$ cat src/rtl/lt24_scan_sequencer.sv
// LT24 pixel-write scan sequencer.
// Walks (xAddr, yAddr) across one frame, column-fastest, issuing one
// pixel-write request per address under a valid/ready handshake. Frames run
// once or back-to-back, separated by a counted blanking gap.
//
// state | meaning
// IDLE  | no frame in progress, pixelWrite low, waiting for start
// SCAN  | pixelWrite high, address advances on each accepted pixel
// GAP   | blanking between continuous frames, pixelWrite low
module lt24_scan_sequencer #(
    parameter int X_WIDTH    = 8,
    parameter int Y_WIDTH    = 9,
    parameter int X_MAX      = 239,
    parameter int Y_MAX      = 319,
    parameter int GAP_CYCLES = 16,
    parameter int GAP_WIDTH  = 8
) (
    input  logic               clock,
    input  logic               reset,
    input  logic               start,
    input  logic               continuous,
    input  logic               stop,
    input  logic               pixelReady,
    output logic               pixelWrite,
    output logic [X_WIDTH-1:0] xAddr,
    output logic [Y_WIDTH-1:0] yAddr,
    output logic               busy,
    output logic               frameDone,
    output logic [7:0]         frameCount
);

    localparam logic [1:0] S_IDLE = 2'd0;
    localparam logic [1:0] S_SCAN = 2'd1;
    localparam logic [1:0] S_GAP  = 2'd2;

    localparam logic [X_WIDTH-1:0]   X_LAST   = X_WIDTH'(X_MAX);
    localparam logic [Y_WIDTH-1:0]   Y_LAST   = Y_WIDTH'(Y_MAX);
    // With no gap the counter is never used; keep the constant legal anyway.
    localparam logic [GAP_WIDTH-1:0] GAP_LAST = GAP_WIDTH'((GAP_CYCLES > 0) ? GAP_CYCLES - 1 : 0);

    logic [1:0]           state;
    logic                 stop_pending;
    logic [GAP_WIDTH-1:0] gap_count;
    logic                 handshake;
    logic                 keep_going;

    // A pixel is accepted when the request and the driver's ready coincide.
    always_comb begin
        handshake  = pixelWrite & pixelReady;
        keep_going = continuous & ~stop_pending & ~stop;
    end

    // Frame scheduler: state, address walk, gap timing and frame bookkeeping.
    always_ff @(posedge clock) begin
        if (reset) begin
            state        <= S_IDLE;
            stop_pending <= 1'b0;
            gap_count    <= '0;
            pixelWrite   <= 1'b0;
            xAddr        <= '0;
            yAddr        <= '0;
            busy         <= 1'b0;
            frameDone    <= 1'b0;
            frameCount   <= 8'd0;
        end else begin
            frameDone <= 1'b0;
            case (state)
                S_IDLE: begin
                    if (start) begin
                        state        <= S_SCAN;
                        pixelWrite   <= 1'b1;
                        busy         <= 1'b1;
                        xAddr        <= '0;
                        yAddr        <= '0;
                        // A stop arriving with start still lets one frame run.
                        stop_pending <= stop;
                    end
                end
                S_SCAN: begin
                    if (stop) begin
                        stop_pending <= 1'b1;
                    end
                    if (handshake) begin
                        if (xAddr < X_LAST) begin
                            xAddr <= xAddr + 1'b1;
                        end else if (yAddr < Y_LAST) begin
                            xAddr <= '0;
                            yAddr <= yAddr + 1'b1;
                        end else begin
                            xAddr      <= '0;
                            yAddr      <= '0;
                            frameDone  <= 1'b1;
                            frameCount <= frameCount + 8'd1;
                            if (keep_going) begin
                                // Zero gap: stay in SCAN so (0,0) follows the last pixel directly.
                                if (GAP_CYCLES > 0) begin
                                    state      <= S_GAP;
                                    pixelWrite <= 1'b0;
                                    gap_count  <= '0;
                                end
                            end else begin
                                state        <= S_IDLE;
                                pixelWrite   <= 1'b0;
                                busy         <= 1'b0;
                                stop_pending <= 1'b0;
                            end
                        end
                    end
                end
                S_GAP: begin
                    if (stop) begin
                        state        <= S_IDLE;
                        busy         <= 1'b0;
                        stop_pending <= 1'b0;
                    end else if (gap_count == GAP_LAST) begin
                        state      <= S_SCAN;
                        pixelWrite <= 1'b1;
                    end else begin
                        gap_count <= gap_count + 1'b1;
                    end
                end
                default: begin
                    state        <= S_IDLE;
                    pixelWrite   <= 1'b0;
                    busy         <= 1'b0;
                    stop_pending <= 1'b0;
                end
            endcase
        end
    end

endmodule

$ cat config.mk
export PLATFORM = sky130hd
export DESIGN_NAME = lt24_scan_sequencer
export DESIGN_NICKNAME = d
export VERILOG_FILES = /design/src/rtl/lt24_scan_sequencer.sv
export SDC_FILE = /design/constraint.sdc
export NUM_CORES = 1
export LEC_CHECK = 0
export ABC_AREA = 1
export ABC_CLOCK_PERIOD_IN_PS = 1390
export CAP_MARGIN = 10
export CORE_AREA = 2 2 65 79
export DETAILED_ROUTE_END_ITERATION = 7
export DIE_AREA = 0 0 67 81
export PLACE_DENSITY_LB_ADDON = 0.12
export SLEW_MARGIN = 5
export SYNTH_ARGS = -nofsm -noshare
export SYNTH_HDL_FRONTEND = slang
export SYNTH_SLANG_ARGS = --single-unit
$ cat constraint.sdc
create_clock -name clock -period 1.39 [get_ports clock]
set_input_delay 0.278 -clock clock [delete_from_list [all_inputs] [get_ports clock]]
set_output_delay 0.278 -clock clock [all_outputs]
set_load 0.02 [all_outputs]
==> impl_summary.log <==
INFO  metric global_route.usage.total = a little under a quarter
INFO  metric pwr_density_cell = between 600 and 700 mW/mm^2
INFO  metric timing_max_transition_violations_final = 0
INFO  metric p_leak = between 0.0015 and 0.002 uW
INFO  metric grt_setup_unrepaired = true
INFO  metric worst_skew_pair.late_latency = between 0.2 and 0.3 ns
INFO  metric grt_pass1_wl = 10030 um
INFO  metric timing.fmax = roughly 660 MHz
INFO  metric synth.avg_cell_area = approximately 6.8 um^2
INFO  metric most_common_cell_after_layout_fill_and_taps_aside = sky130_fd_sc_hd__buf_4
INFO  metric synth_sequential_area_ratio = approximately 36%
INFO  metric ys.warnings.count = 0
INFO  metric ios = 34
INFO  metric worst_hold_slack = 0.4877 ns
INFO  metric setup-violations-final = 19
INFO  metric arrival_time_of_the_worst_setup_path = between 1.5 and 2 ns
INFO  metric proportion_of_layout_cells_with_a_drive_suffix_above_1 = between 30% and 40%
INFO  metric peakVddDrop = roughly 0.78 mV
INFO  metric async_flop_share = 0%
INFO  metric number_of_global_route_vias_before_repair = around 2400
INFO  metric initial_core_util = between 40% and 50%
INFO  metric timing.critical_path.from_type = register
INFO  metric report.final.hold_viol_count = 0
INFO  metric detail_route.iter0.violations = 62
INFO  metric path_max_fanout = 6
INFO  metric finalWirelength = about 6500 um
INFO  metric num_antenna_cells = 0
INFO  metric chipHeight = 81 um
INFO  metric synth-main-ff-cell = sky130_fd_sc_hd__dfxtp_1
INFO  metric syn-cell-area = about 0.0022 mm^2
INFO  metric global_route.overflow_total = 0
INFO  metric tritoncts.num_buffers = 5
INFO  metric htreeDepth = 2
INFO  metric tritoncts_clock_tree = built
INFO  metric worst_setup_hold_path_clk_slew = around 0.08 ns
INFO  metric design.final.nets = 443
INFO  metric viasPerCell = 5.109
INFO  metric synth_cells = ~320
INFO  metric routed_wire_length_per_instance = ~13 um
INFO  metric post-route-period-util = 109.4%
INFO  metric synth_edf_count = 0
INFO  metric min_period = 1.520 ns
INFO  metric clk_root_buffer_cell = sky130_fd_sc_hd__clkbuf_8
INFO  metric setup.worst_path.class = reg -> reg
INFO  metric cap_violations = 0
INFO  metric remaining_drc_errors = 0
INFO  metric fin_ws = -0.1301 ns
INFO  metric status = finished with violations
INFO  metric detail-route-antenna-nets = 0
INFO  metric crit_required = 1.62 ns
INFO  metric die-width = 67 um
INFO  metric maxSlewHeadroom = between 80% and 90%
INFO  metric ys_ff_latch = 39
INFO  metric failing_checks = setup timing
INFO  metric largest_net_degree_at_the_start_of_global_routing = 17
INFO  metric dieArea = roughly 0.0054 mm^2
INFO  metric row_count = 28
INFO  metric io_buffers = 33
INFO  metric clkSinkCount = 39
INFO  metric post_synth_num_cell_types = 35
INFO  metric min-delay-path-class = reg -> reg
INFO  metric clockBufferDepth = 2
INFO  metric flow.area_growth_from_synthesis = 61.70%
INFO  metric setup_tns = -1.151 ns
INFO  metric vias = ~2500
INFO  metric synth.net_count = 332
INFO  metric dp_hpwl = 4078 um
INFO  metric dr.pass1.iters = 4
INFO  metric worst_case_clock_skew = ~0.0078 ns
INFO  metric most-common-layout-cells = 67 x sky130_fd_sc_hd__buf_4, 62 x sky130_fd_sc_hd__nand2_1, 35 x sky130_fd_sc_hd__nor2_1
INFO  metric crit_path_end_kind = register
INFO  metric grt_antenna_before_repair = 0
INFO  metric worst-slew-pin-transition = between 0.2 and 0.3 ns
INFO  metric core_outline_area = around 0.0048 mm^2
INFO  metric gp_routability_congestion = 0.8458
==> repair_timing <==
item | 4_1_cts | 5_1_grt
resized for setup | 53 | 44
gates cloned | 3 | 1
setup buffers | 10 | 5
endpoints found under the setup margin | 62 | 41
hold buffers | 0 | 0
pin swaps | 14 | 28
==> worst max-delay path, cell delays in order, from the launching register on <==
cell                      delay [ns]
sky130_fd_sc_hd__dfxtp_4        0.36
sky130_fd_sc_hd__ha_4           0.13
sky130_fd_sc_hd__nand3_2        0.08
sky130_fd_sc_hd__nand2_2        0.11
sky130_fd_sc_hd__nand2_4        0.08
sky130_fd_sc_hd__a21oi_4        0.24
sky130_fd_sc_hd__buf_12         0.17
sky130_fd_sc_hd__nand3_2        0.07
sky130_fd_sc_hd__nand2_2        0.08
sky130_fd_sc_hd__inv_1          0.05
sky130_fd_sc_hd__nor2_1         0.07
==> sequential cells by signal (all words and copies together) (netlist names) <==
name and count:
yAddr 9, frameCount 8, gap_count 8, xAddr 8, state 2, busy 1, frameDone 1, pixelWrite 1
stop_pending 1
==> through the flow <==
step | area (um^2) | utilization [%] | cells | total power, uW | setup slack, ns
6_report | 3528 | 74.05 | 494 | 2395 | -0.1301
5_1_grt | 3528 | 74.05 | 494 | 2505 | -0.1778
4_1_cts | 3341 | 70.12 | 489 | 2357 | -0.09172
3_5_place_dp | 3080 | 64.65 | 468 | 1529 | -0.4566
3_3_place_gp | 3080 | 64.65 | 468 | 1526 | -0.4104
2_1_floorplan | 2242 | - | 322 | 1366 | -0.02352
==> per-layer routing <==
layer / track usage (%) / share of wire, % / wire length, um
met5: 0 / 0 / 0
met4: 9.592 / 1.6 / 101
met2: 43.37 / 56 / 3634
met3: 4.017 / 2.8 / 183
met1: 26.76 / 40 / 2589
==> power by group <==
group,leakage [uW],internal (uW),switching (uW)
Clock,0.0000422,353,401
Combinational,0.00122,223,269
Sequential,0.000321,1130,14.6
==> path summary, 6_finish.rpt <==
check | startpoint | endpoint | slack (ns) | depth (start not counted)
worst max-delay path | xAddr[1]$_SDFFE_PP0P_ | pixelWrite$_SDFFE_PP0P_ | -0.13 | 10
worst min-delay path | yAddr[1]$_SDFFE_PP0P_ | yAddr[1]$_SDFFE_PP0P_ | 0.49 | 2
worst max register to register | xAddr[1]$_SDFFE_PP0P_ | pixelWrite$_SDFFE_PP0P_ | -0.13 | 10
worst min register to register | yAddr[1]$_SDFFE_PP0P_ | yAddr[1]$_SDFFE_PP0P_ | 0.49 | 2
==> logic make-up (layout without fill, tap and decap cells) <==
group | count (synthesis) | in the layout | synth area share (%)
simple gates | 186 | 189 | 39.85
buf+inv | 43 | 152 | 7.798
compound gates | 39 | 39 | 9.863
flops | 39 | 39 | 35.78
xor+xnor | 11 | 11 | 4.415
fa+ha+maj | 4 | 4 | 2.294
==> cell type report <==
cell class / count / area [um^2]
multi-input cells: 243 / 1519
fillers: 371 / 1236
repair buffers: 106 / 899.6
flip-flops and latches: 39 / 800.8
inverters: 38 / 152.6
clock buffers: 7 / 76.32
well taps: 60 / 75.07
clock inverters: 1 / 5.005
==> synthesized netlist by cell type, types with 2 or more instances <==
cell | instances | area share [%]
sky130_fd_sc_hd__o21ai_0 | 7 | 1.6
sky130_fd_sc_hd__nand2_4 | 3 | 1.5
sky130_fd_sc_hd__nor3b_1 | 2 | 0.69
sky130_fd_sc_hd__nand3_2 | 2 | 0.92
sky130_fd_sc_hd__nand2_2 | 5 | 1.4
sky130_fd_sc_hd__nor2_2 | 3 | 0.86
sky130_fd_sc_hd__inv_2 | 4 | 0.69
sky130_fd_sc_hd__xor2_1 | 5 | 2.0
sky130_fd_sc_hd__inv_1 | 32 | 5.5
sky130_fd_sc_hd__nand2_1 | 76 | 13
sky130_fd_sc_hd__nor2_1 | 45 | 7.7
sky130_fd_sc_hd__clkbuf_1 | 3 | 0.52
sky130_fd_sc_hd__nor2_4 | 2 | 1.0
sky130_fd_sc_hd__xnor2_1 | 6 | 2.4
sky130_fd_sc_hd__dfxtp_1 | 39 | 36
sky130_fd_sc_hd__clkinv_1 | 2 | 0.34
sky130_fd_sc_hd__nand4_1 | 13 | 3.7
sky130_fd_sc_hd__ha_1 | 4 | 2.3
sky130_fd_sc_hd__nand3_1 | 26 | 6.0
sky130_fd_sc_hd__a21oi_1 | 22 | 5.0
sky130_fd_sc_hd__nor3_1 | 5 | 1.1
sky130_fd_sc_hd__o21ai_1 | 3 | 0.69
Power figures use the tool's default switching activity.
